==> src/rtl/pipe_regwall_chain.sv <==
// Chain of STAGES pipeline register walls with hold, flush, bubble insertion and forwarding lookup.
// Optional perf counters are enabled by defining PIPE_PERF_CNT_EN.
module pipe_regwall_chain #(
  parameter int STAGES = 4,
  parameter int WIDTH  = 32,
  parameter int ADDR_W = 5
) (
  input  logic                     clock,
  input  logic                     reset,
  input  logic                     in_valid,
  input  logic [WIDTH-1:0]         in_data,
  input  logic                     in_wr_en,
  input  logic [ADDR_W-1:0]        in_wr_addr,
  output logic                     in_ready,
  input  logic [STAGES-1:0]        hold,
  input  logic [STAGES-1:0]        flush,
  output logic [STAGES-1:0]        stage_valid,
  output logic [STAGES*WIDTH-1:0]  stage_data,
  output logic                     out_valid,
  output logic [WIDTH-1:0]         out_data,
  input  logic [ADDR_W-1:0]        fwd_addr,
  output logic [STAGES-1:0]        fwd_hit,
  output logic                     fwd_any,
  output logic [WIDTH-1:0]         fwd_data,
  output logic [31:0]              bubble_cnt,
  output logic [31:0]              flush_cnt
);

  logic [STAGES-1:0]              r_valid;
  logic [STAGES-1:0][WIDTH-1:0]   r_data;
  logic [STAGES-1:0]              r_wr_en;
  logic [STAGES-1:0][ADDR_W-1:0]  r_wr_addr;

  logic [STAGES-1:0]              w_h;
  logic [STAGES-1:0]              w_bubble;
  logic [STAGES-1:0]              w_prev_valid;
  logic [STAGES-1:0][WIDTH-1:0]   w_prev_data;
  logic [STAGES-1:0]              w_prev_wr_en;
  logic [STAGES-1:0][ADDR_W-1:0]  w_prev_wr_addr;
  logic [STAGES-1:0]              w_fwd_hit;
  logic [WIDTH-1:0]               w_fwd_data;

  // A stall at stage k freezes every younger stage as well.
  always_comb begin
    w_h = '0;
    for (int k = 0; k < STAGES; k++) begin
      w_h[k] = |(hold >> k);
    end
  end

  // Source of each stage's load: stage 0 takes the in_* port, stage k takes stage k-1.
  assign w_prev_valid   = {r_valid[STAGES-2:0],   in_valid};
  assign w_prev_data    = {r_data[STAGES-2:0],    in_data};
  assign w_prev_wr_en   = {r_wr_en[STAGES-2:0],   in_wr_en};
  assign w_prev_wr_addr = {r_wr_addr[STAGES-2:0], in_wr_addr};

  // Stage k empties when it is free to move but its feeder is stalled.
  assign w_bubble = ~flush & ~w_h & {w_h[STAGES-2:0], 1'b0};

  // NOTE: sequential state uses non-blocking assignments so every wall samples pre-edge values.
  always_ff @(posedge clock or negedge reset) begin
    if (!reset) begin
      r_valid   <= '0;
      r_data    <= '0;
      r_wr_en   <= '0;
      r_wr_addr <= '0;
    end else begin
      for (int k = 0; k < STAGES; k++) begin
        if (flush[k] || w_bubble[k]) begin
          r_valid[k]   <= 1'b0;
          r_data[k]    <= '0;
          r_wr_en[k]   <= 1'b0;
          r_wr_addr[k] <= '0;
        end else if (!w_h[k]) begin
          r_valid[k]   <= w_prev_valid[k];
          r_data[k]    <= w_prev_valid[k] ? w_prev_data[k]    : '0;
          r_wr_en[k]   <= w_prev_valid[k] ? w_prev_wr_en[k]   : 1'b0;
          r_wr_addr[k] <= w_prev_valid[k] ? w_prev_wr_addr[k] : '0;
        end
      end
    end
  end

  // NOTE: every always_comb output gets a default first so no latch is inferred.
  always_comb begin
    w_fwd_hit  = '0;
    w_fwd_data = '0;
    for (int k = STAGES - 1; k >= 0; k--) begin
      w_fwd_hit[k] = r_valid[k] & r_wr_en[k] & (r_wr_addr[k] == fwd_addr) & (fwd_addr != '0);
      if (w_fwd_hit[k]) w_fwd_data = r_data[k];
    end
  end

  assign in_ready    = ~w_h[0];
  assign stage_valid = r_valid;
  assign stage_data  = r_data;
  assign out_valid   = r_valid[STAGES-1];
  assign out_data    = r_data[STAGES-1];
  assign fwd_hit     = w_fwd_hit;
  assign fwd_any     = |w_fwd_hit;
  assign fwd_data    = w_fwd_data;

`ifdef PIPE_PERF_CNT_EN
  logic [31:0] r_bubble_cnt;
  logic [31:0] r_flush_cnt;

  function automatic logic [3:0] popcount(input logic [STAGES-1:0] v);
    logic [3:0] n;
    n = '0;
    for (int i = 0; i < STAGES; i++) n = n + 4'(v[i]);
    return n;
  endfunction

  function automatic logic [31:0] sat_add(input logic [31:0] a, input logic [3:0] b);
    logic [32:0] s;
    s = {1'b0, a} + 33'(b);
    return s[32] ? 32'hFFFF_FFFF : s[31:0];
  endfunction

  always_ff @(posedge clock or negedge reset) begin
    if (!reset) begin
      r_bubble_cnt <= '0;
      r_flush_cnt  <= '0;
    end else begin
      r_bubble_cnt <= sat_add(r_bubble_cnt, popcount(w_bubble));
      r_flush_cnt  <= sat_add(r_flush_cnt, popcount(flush & r_valid));
    end
  end

  assign bubble_cnt = r_bubble_cnt;
  assign flush_cnt  = r_flush_cnt;
`else
  assign bubble_cnt = '0;
  assign flush_cnt  = '0;
`endif

endmodule
==> config.mk <==
export PLATFORM = sky130hd
export DESIGN_NAME = pipe_regwall_chain
export DESIGN_NICKNAME = d
export VERILOG_FILES = /design/src/rtl/pipe_regwall_chain.sv
export SDC_FILE = /design/constraint.sdc
export NUM_CORES = 1
export LEC_CHECK = 0
export BUFFER_PORTS_ARGS = -buffer_cell sky130_fd_sc_hd__buf_2
export CAP_MARGIN = 20
export CORE_AREA = 5 5 126 128
export CTS_BUF_LIST = sky130_fd_sc_hd__clkbuf_4 sky130_fd_sc_hd__clkbuf_8
export CTS_CLUSTER_SIZE = 10
export DETAILED_ROUTE_END_ITERATION = 16
export DIE_AREA = 0 0 131 133
export PLACE_DENSITY = 0.95
export SLEW_MARGIN = 15
export SYNTH_ARGS = -nofsm -noshare
export SYNTH_HDL_FRONTEND = slang
export SYNTH_SLANG_ARGS = --single-unit
export TNS_END_PERCENT = 100
==> constraint.sdc <==
create_clock -name clock -period 3.4 [get_ports clock]
set_input_delay 0.34 -clock clock [delete_from_list [all_inputs] [get_ports clock]]
set_output_delay 0.34 -clock clock [all_outputs]
set_load 0.01 [all_outputs]
# Word-level counts from Yosys, hierarchy flattened
# Cells that the tools add are included.
dict set report word_totals {
  output_inout_bits 267
  register_bits 156
  word_cells 98
  in_bits 54
}
dict set report op_classes {
  eq_ne 8
  bitwise_logic 17
  muxes 48
  n_reduce_logical 9
}
# cell count
set ops {}
lappend ops {{32-bit two-way mux} 16}
lappend ops {{5-bit two-way mux} 12}
lappend ops {{5-bit equality test} 4}
lappend ops {{1-bit two-way mux} 20}
lappend ops {{1-bit bitwise AND} 12}
lappend ops {{4-bit bitwise AND} 2}
lappend ops {{2-bit by 1-bit inequality test with 1-bit output, second input constant} 4}
lappend ops {{4-bit NOT} 2}
lappend ops {{4-bit OR reduction} 2}
lappend ops {{5-bit nonzero test} 1}
lappend ops {{1-bit logical OR} 4}
lappend ops {{3-bit OR reduction} 1}
lappend ops {{2-bit OR reduction} 1}
lappend ops {{1-bit NOT} 1}

# Depth between registers and ports, before layout
# Gate-level depths: netlist of the first run.
dict set report logic_depth {
  ltp_word 7
  depth_mapped 9
  depth_no_buf 6
}

# Least setup slack after synthesis of the first run
# OpenSTA, ideal clock, no wires.
dict set report synth_path {
  path_kind {in2out}
  startpoint {input port fwd_addr[4]}
  endpoint {output port fwd_data[12]}
  required_time_ps 3060
  slack_ps 1008
  arrival_time_ps 2052
  n_path_buf 3
  stages 9
  path_cell_list {buf_2 > xor2_1 > or4_1 > or3_1 > buf_6 > clkinv_8 > buf_4 > a211oi_1 > a21oi_1}
}
dict set report synth_via {
  word_cells_on_any_way 17
  classes_between {eq/ne: 4; mux: 4; bitwise: 8; reduce/logical: 1}
}
# element line_no
set synth_lines {}
lappend synth_lines {{from (decl)} 21} ;# input logic [ADDR_W-1:0] fwd_addr,
lappend synth_lines {{5-bit equality test} 89} ;# w_fwd_hit[k] = r_valid[k] & r_wr_en[k] & (r_wr_addr[k] == fwd_addr) & (fwd_addr != '0);
lappend synth_lines {{1-bit bitwise AND} 89}
lappend synth_lines {{1-bit bitwise AND *} 89}
lappend synth_lines {{via fwd_hit[2]} 22} ;# output logic [STAGES-1:0] fwd_hit,
lappend synth_lines {{32-bit two-way mux * (3 in series)} 90} ;# if (w_fwd_hit[k]) w_fwd_data = r_data[k];
lappend synth_lines {{to (decl)} 24} ;# output logic [WIDTH-1:0] fwd_data,
# Mark *: on every way through the listed nets, which the timed path passes. The rest lies on a longest branch.

# Worst setup path after layout of the first run
dict set report layout_path {
  startpoint {register r_wr_addr[12] (netlist name)}
  endpoint {output port fwd_data[21]}
}
dict set report layout_via {
  elab_chain_len 6
}
# element line_no
set layout_lines {}
lappend layout_lines {{from (decl)} 32} ;# logic [STAGES-1:0][ADDR_W-1:0] r_wr_addr;
lappend layout_lines {{from (signal, indexed assignment)} 78} ;# r_wr_addr[k] <= w_prev_valid[k] ? w_prev_wr_addr[k] : '0;
lappend layout_lines {{5-bit equality test} 89}
lappend layout_lines {{1-bit bitwise AND (2 in series)} 89}
lappend layout_lines {{32-bit two-way mux (3 in series)} 90}
# No other way between the ends.

==> impl_results.rst, run 1 <==
.. list-table::
   :header-rows: 1

   * - Metric
     - Value
   * - Dominant synthesized flop cell
     - dfrtp_1
   * - Count of warnings emitted by yosys
     - 0
   * - Unique cell type count in the Yosys netlist
     - 37
   * - Share of synthesized area occupied by flip-flops and latches
     - 50.3%
   * - Switching portion of total power
     - 23.6%
   * - Transition time at the pin with the least slew margin
     - 1100 ps
   * - Area share of the largest cell type after synthesis
     - 50.3%
   * - Die height
     - 133 um
   * - RSZ-0062 raised after global routing
     - false
   * - Met1 demand-to-capacity share in global routing
     - 35.2%
   * - Comb power frac
     - 5.5%
   * - Setup Total Neg Slack
     - 0 ps
   * - Critical path required time
     - 3060 ps
   * - Share of the cycle needed by the critical path after routing
     - 95.5%
   * - Power share of the clock group
     - 41.6%
   * - Number of buffers on the longest clock path
     - 2
   * - CP endpoint kind
     - primary output
   * - Power density over the cells
     - 386 nW/um2
   * - Number of antenna violations at the first check in global routing
     - 0
   * - Startpoint class of the critical path
     - register
   * - Ys async rst share
     - 100%
   * - Leading cell types by total area after synthesis
     - dfrtp_1 (50%), a22o_1 (17%), buf_4 (9.5%)
   * - Die Wd
     - 131 um
   * - Worst slew margin
     - 26.7%
   * - Part of the total power dissipated in sequential elements
     - 52.9%
   * - Minimum period implied by the final worst setup slack
     - 3250 ps
   * - Largest net degree at the start of global routing
     - 92
   * - Area of the mapped netlist
     - 7760 um2
   * - Power Internal
     - 2.69 mW
   * - Switching power
     - 0.833 mW
   * - Crit Path Class
     - register to primary output
   * - Leak Pwr
     - 5.08 nW
   * - Number of inserted diodes
     - 0
   * - Number of clock sinks
     - 156
   * - Effective utilization at floorplan
     - 52.6%
   * - Fraction of layout cells with a size suffix above 1
     - 37.2%
   * - Worst Path Arrival
     - 2910 ps
   * - Buffers added on ports
     - 256
   * - Violation count after the first detailed-route iteration
     - 678
   * - Total congestion overflow
     - 0
   * - Most utilized layer in the global route result
     - met2
   * - Antenna-violating nets left
     - 0
   * - Hold violation count in the final report
     - 0
   * - Growth of design area from synthesis to finish
     - 17.6%
   * - Kind of path behind the tightest hold check
     - input port to register
   * - Max-cap violations
     - 0
   * - Remaining design rule violation count
     - 0
   * - Number of nets in the finished design
     - 946
   * - Number of flops mapped to enable cells by yosys
     - 0
   * - Via count of the first global-routing pass
     - 6505
   * - Estimated wirelength of the detail-placed design
     - 16.5 mm
   * - Finish-stage setup viols
     - 0
   * - DRT Pass-1 Iters
     - 6
   * - Max-slew violation count
     - 0
   * - Cell accounting for the most synthesized area
     - dfrtp_1
   * - Vias per cell
     - 6.22
   * - Flip-flop and latch count after synthesis
     - 156
   * - CTS Root Buffer Type
     - clkbuf_8
   * - H-tree depth reported by CTS
     - 4
   * - Met3 usage
     - 7.23%
   * - Wire length of the first global-routing pass
     - 36.6 mm
   * - Number of placement rows
     - 45
   * - Worst-case clock skew
     - 9.71 ps
   * - Detailed-route wire length per cell
     - 22.3 um
   * - Clock latency on the worst-skew pair
     - 450 ps
   * - Vias after detailed routing
     - 6801
   * - Clock-pin slew reported for the worst setup and hold paths after clock tree synthesis
     - 80 ps
   * - Floorplan die area
     - 17400 um2
   * - GP Congestion
     - 0.935
   * - Worst IR Drop VDD
     - 0.000237 V
   * - Run status
     - finished clean
   * - Number of CTS-inserted buffers
     - 17
   * - Critical path fanouts, max
     - 34
   * - Core Box Area
     - 14800 um2
   * - Count of mapped cells out of synthesis
     - 696
   * - Met2 GRT Util
     - 43.6%
   * - Detailed-route wire length
     - 24.4 mm
   * - Clock tree from TritonCTS
     - yes
   * - Maximum operating frequency
     - 308 MHz
   * - I/O pin count
     - 321
   * - All-layer global routing usage
     - 27.3%
   * - Mean post-synth cell area
     - 11.2 um2
   * - Worst Hold Slack
     - 91.3 ps
-- through the flow --
step                      total power, mW  worst slack, ps  std cells  instance area (um2)  util (%)
after floorplan                      2.04             1010        759                 8000         -
after global placement               2.09              647       1060                 8690      58.9
after detailed placement             2.09              621       1060                 8690      58.9
after CTS                            3.54              155       1093                 9130      61.9
after global routing                 3.65             17.7       1093                 9130      61.9
final                                3.53              152       1093                 9130      61.9
-- power by group through the flow --
stage,Sequential [mW],Clock [mW],Combinational (mW)
after global placement,1.90,0,0.187
after CTS,1.87,1.49,0.192
after global routing,1.87,1.56,0.214
final,1.87,1.47,0.193
after detailed placement,1.90,0,0.190
after floorplan,1.90,0,0.140
-- layout make-up --
class	instances	area, um2
multi-input cells	432	3070
well taps	188	235
fillers	1139	5630
flip-flops and latches	156	3900
inverters	10	50.0
repair buffers	275	1450
clock inverters	10	139
clock buffers	22	284
-- flip-flops by register name (all words and copies together), names as in the netlist --
register     count
r_wr_en          4
r_wr_addr       20
out_data        32
stage_data      96
stage_valid      4
-- kinds of logic after synthesis --
family          count (synthesis)  synth area share [%]
simple gates                  120                  8.07
flops                         156                  50.3
other cells                     1                0.0483
buf+inv                       171                  13.9
compound gates                234                  26.1
xor+xnor                       14                  1.58
-- final timing paths --
kind                                            start                    endpoint  slack, ps  cells after the start
min reg2reg                    r_wr_en[3]$_DFFE_PN0P_      r_wr_en[3]$_DFFE_PN0P_        510                      1
min in group asynchronous                       reset    out_data[19]$_DFFE_PN0P_        530                      2
max reg2reg                stage_valid[1]$_DFFE_PN0P_  stage_data[77]$_DFFE_PN0P_       1770                      2
min                                        in_data[0]   stage_data[0]$_DFFE_PN0P_         90                      2
max in group asynchronous                       reset   r_wr_addr[11]$_DFFE_PN0P_       2030                      3
max                         r_wr_addr[12]$_DFFE_PN0P_                fwd_data[21]        150                      7
-- placed cells by master (no fill, tap or decap), types with 2 or more instances in the layout --
| master | netlist | final |
|---|---|---|
| buf_2 | 10 | 255 |
| dfrtp_1 | 156 | 156 |
| a22o_1 | 152 | 152 |
| conb_1 | 1 | 64 |
| a211oi_1 | 35 | 35 |
| nand3_1 | 33 | 33 |
| nor2_1 | 30 | 27 |
| nor3_1 | 24 | 24 |
| a211oi_2 | 19 | 19 |
| clkbuf_8 | 0 | 19 |
| buf_4 | 98 | 17 |
| xor2_1 | 12 | 12 |
| nand4b_1 | 10 | 10 |
| o31ai_1 | 10 | 10 |
| a21oi_1 | 10 | 10 |
| inv_1 | 8 | 7 |
| nand2_1 | 6 | 6 |
| nor2b_1 | 5 | 4 |
| a21o_1 | 4 | 4 |
| clkinvlp_4 | 0 | 4 |
| nor2_4 | 0 | 3 |
| bufinv_16 | 0 | 3 |
| clkbuf_4 | 0 | 3 |
| xnor2_1 | 2 | 2 |
| or4_1 | 2 | 2 |
| a2111oi_0 | 2 | 2 |
| a222oi_1 | 2 | 2 |
| nor3b_2 | 0 | 2 |
| clkinv_2 | 0 | 2 |
-- repair_timing --
| item | 4_1_cts | 5_1_grt |
|---|---|---|
| resized for setup | 0 | 0 |
| setup buffers | 0 | 0 |
| hold buffers | 1 | 0 |
| endpoints found under the hold margin | 90 | 0 |
-- cell usage after synthesis, types with 2 or more instances --
master,n
xor2_1,12
a211oi_2,19
nand3_1,33
a22o_1,152
nor2_1,30
o31ai_1,10
nor3b_1,2
a222oi_1,2
buf_1,9
buf_4,98
buf_12,2
or4_1,2
a21o_1,4
a21oi_1,10
a211oi_1,35
buf_6,2
a2111oi_0,2
clkbuf_1,40
xnor2_1,2
buf_2,10
nor3_1,24
nor2b_1,5
inv_1,8
dfrtp_1,156
nand2_1,6
nand4b_1,10
-- worst max-delay path: stages, from the launching register on --
cell      delay (ps)
dfrtp_1          430
xor2_1           190
or4_1            500
or3_2            500
clkinv_8         190
a211oi_1         110
a211oi_2         330
buf_2            190
-- layer usage --
layer | vias up | wire (um)
met5 | - | 0
met4 | 0 | 659
met3 | 80 | 2830
met2 | 523 | 11800
met1 | 3352 | 9100
li1 | 2846 | -
Power figures use the tool's default switching activity.
==> inputs of run 2 (changes only) <==
==> constraint.sdc (replaced) <==
create_clock -name clock -period 4 [get_ports clock]
set_input_delay 0.4 -clock clock [delete_from_list [all_inputs] [get_ports clock]]
set_output_delay 0.4 -clock clock [all_outputs]
set_load 0.01 [all_outputs]
==> run 2 against run 1 <==
Setup slack gained 320 ps. Combinational power shrank 15%. First-iteration DRC count shrank 22%. Flip-flop and latch count is the same. Power shrank 15%. Largest power group unchanged. Die area is the same. Cell count shrank 0.27%. Final area shrank 0.25%. Clock skew shrank 1.1 ps. Clock power shrank 14%.
==> impl_results.rst, run 2 (same netlist as run 1, synthesis figures left out) <==
.. list-table::
   :header-rows: 1

   * - Metric
     - Value
   * - Die Wd
     - 131 um
   * - Share of the cycle needed by the critical path after routing
     - 88.1%
   * - Core Box Area
     - 14800 um2
   * - Commonest non-fill, non-tap cell in the layout
     - buf_2
   * - Number of clock sinks
     - 156
   * - Register area
     - 3900 um2
   * - I/O pin count
     - 321
   * - Run status
     - finished clean
   * - Number of standard cells in the layout, taps in and fillers out
     - 1090
   * - Final Instance Area
     - 9100 um2
   * - Worst Path Arrival
     - 3120 ps
   * - RSZ-0062 raised after global routing
     - false
   * - Transition time at the pin with the least slew margin
     - 1150 ps
   * - Number of nets in the finished design
     - 943
   * - Comb power frac
     - 5.5%
   * - Number of fill cells
     - 1176
   * - Startpoint class of the critical path
     - register
   * - Estimated wirelength of the detail-placed design
     - 16.6 mm
   * - Number of placement rows
     - 45
   * - Growth of design area from synthesis to finish
     - 17.3%
   * - DRT Pass-1 Iters
     - 5
   * - Wire length of the first global-routing pass
     - 37.3 mm
   * - Number of stages on the worst hold path
     - 2
   * - Critical path fanouts, max
     - 34
   * - Area of combinational cells with multiple inputs
     - 3070 um2
   * - Number of setup buffers added after CTS
     - 0
   * - Fraction of layout cells with a size suffix above 1
     - 37.0%
   * - Violation count after the first detailed-route iteration
     - 529
   * - All-layer global routing usage
     - 27.6%
   * - Vias per cell
     - 6.17
   * - Switching portion of total power
     - 24.5%
   * - Via count of the first global-routing pass
     - 6480
   * - Clock-pin slew reported for the worst setup and hold paths after clock tree synthesis
     - 90 ps
   * - Flip-flop count of the largest register, all copies and words added
     - 96
   * - Switching power
     - 0.737 mW
   * - Number of antenna violations at the first check in global routing
     - 0
   * - Largest net degree at the start of global routing
     - 80
   * - Detailed-route wire length per cell
     - 22.7 um
   * - Number of CTS-inserted buffers
     - 17
   * - Power share of the clock group
     - 41.8%
   * - Crit Path Class
     - register to primary output
   * - Cts repair resizes
     - 0
   * - Minimum period implied by the final worst setup slack
     - 3520 ps
   * - Leak Pwr
     - 5.07 nW
   * - GP Congestion
     - 0.996
   * - Max-slew violation count
     - 0
   * - Die height
     - 133 um
   * - Clock tree from TritonCTS
     - yes
   * - Number of inserted diodes
     - 0
   * - Utilization of the core after routing
     - 61.7%
   * - Part of the total power dissipated in sequential elements
     - 52.7%
   * - Total power
     - 3.01 mW
   * - CP endpoint kind
     - primary output
   * - Number of buffers on the longest clock path
     - 2
   * - Placement Cell Area
     - 8670 um2
   * - Floorplan die area
     - 17400 um2
   * - Power Internal
     - 2.27 mW
   * - Antenna-violating nets left
     - 0
   * - CTS Root Buffer Type
     - clkbuf_8
   * - Maximum operating frequency
     - 284 MHz
   * - Commonest non-fill, non-tap cells in the layout
     - buf_2 (255), dfrtp_1 (156), a22o_1 (152)
   * - Worst-case clock skew
     - 8.60 ps
   * - Worst slew margin
     - 23.0%
   * - Total congestion overflow
     - 0
   * - Effective utilization at floorplan
     - 52.6%
   * - Kind of path behind the tightest hold check
     - input port to register
   * - Setup Total Neg Slack
     - 0 ps
   * - Max-cap violations
     - 0
   * - Power density over the cells
     - 330 nW/um2
   * - Cell count after placement
     - 1057
   * - Hold violation count in the final report
     - 0
   * - Remaining design rule violation count
     - 0
   * - Worst IR Drop VDD
     - 0.000273 V
   * - H-tree depth reported by CTS
     - 4
   * - Critical path required time
     - 3600 ps
   * - Clock latency on the worst-skew pair
     - 450 ps
   * - Buffers added on ports
     - 256
   * - Detailed-route wire length
     - 24.7 mm
   * - Number of cells traversed by the worst register-to-register path
     - 2
   * - Finish-stage setup viols
     - 0
   * - Vias after detailed routing
     - 6726
==> run 2: cell types whose count changed in the layout (fill, tap and decap cells not counted), sizes merged <==
cell and change:
inv +2, clkinv +1, clkbuf -3, buf -3
==> run 2: path summary, 6_finish.rpt <==
check	start	to	slack, ps
hold / removal	in_data[31]	stage_data[31]$_DFFE_PN0P_	160
setup reg to reg	stage_valid[1]$_DFFE_PN0P_	stage_data[72]$_DFFE_PN0P_	2360
hold reg to reg	r_wr_en[3]$_DFFE_PN0P_	r_wr_en[3]$_DFFE_PN0P_	520
setup / recovery	r_wr_addr[1]$_DFFE_PN0P_	fwd_data[31]	480
max in group asynchronous	reset	r_wr_addr[8]$_DFFE_PN0P_	2610
min in group asynchronous	reset	out_data[19]$_DFFE_PN0P_	540
==> run 2: final cells by class <==
cell class | count | share of cell area [%]
flip-flops and latches | 156 | 42.9
multi-input cells | 432 | 33.7
repair buffers | 272 | 15.6
clock buffers | 19 | 2.87
well taps | 188 | 2.58
clock inverters | 13 | 1.77
inverters | 10 | 0.550
==> run 2: power by group through the flow <==
stage | logic [mW] | clock network (mW) | registers, mW
floorplan | 0.119 | 0 | 1.62
global placement | 0.158 | 0 | 1.62
detailed placement | 0.162 | 0 | 1.62
CTS | 0.163 | 1.28 | 1.59
global route | 0.181 | 1.35 | 1.59
finish | 0.165 | 1.26 | 1.59
==> run 2: stage by stage <==
stage | hold WS, ps | setup WS [ps]
final | 162 | 476
after global routing | 133 | 271
after CTS | 126 | 461
after detailed placement | 480 | 860
after global placement | 470 | 763
after floorplan | 104 | 1490
==> run 2: routing by layer <==
metal | vias to the layer above | share of wire [%] | track usage, %
met4 | 0 | 2.6 | 11.0
met3 | 52 | 10 | 5.49
met5 | - | 0 | 0
met1 | 3378 | 39 | 37.4
met2 | 459 | 49 | 43.4
li1 | 2837 | - | -
==> run 2: worst max-delay path, stage by stage, from the launching register on <==
cell      delay (ps)
dfrtp_1          430
xor2_1           190
nor4_2           250
buf_4            230
nand3_1          120
inv_2            520
buf_4            330
a211oi_1          80
a211oi_1         330
buf_2            200
==> run 2: timing repair <==
| item | 4_1_cts | 5_1_grt |
|---|---|---|
| hold buffers | 1 | 0 |
| hold endpoints to repair | 38 | 0 |
| endpoints found under the setup margin | 0 | 0 |
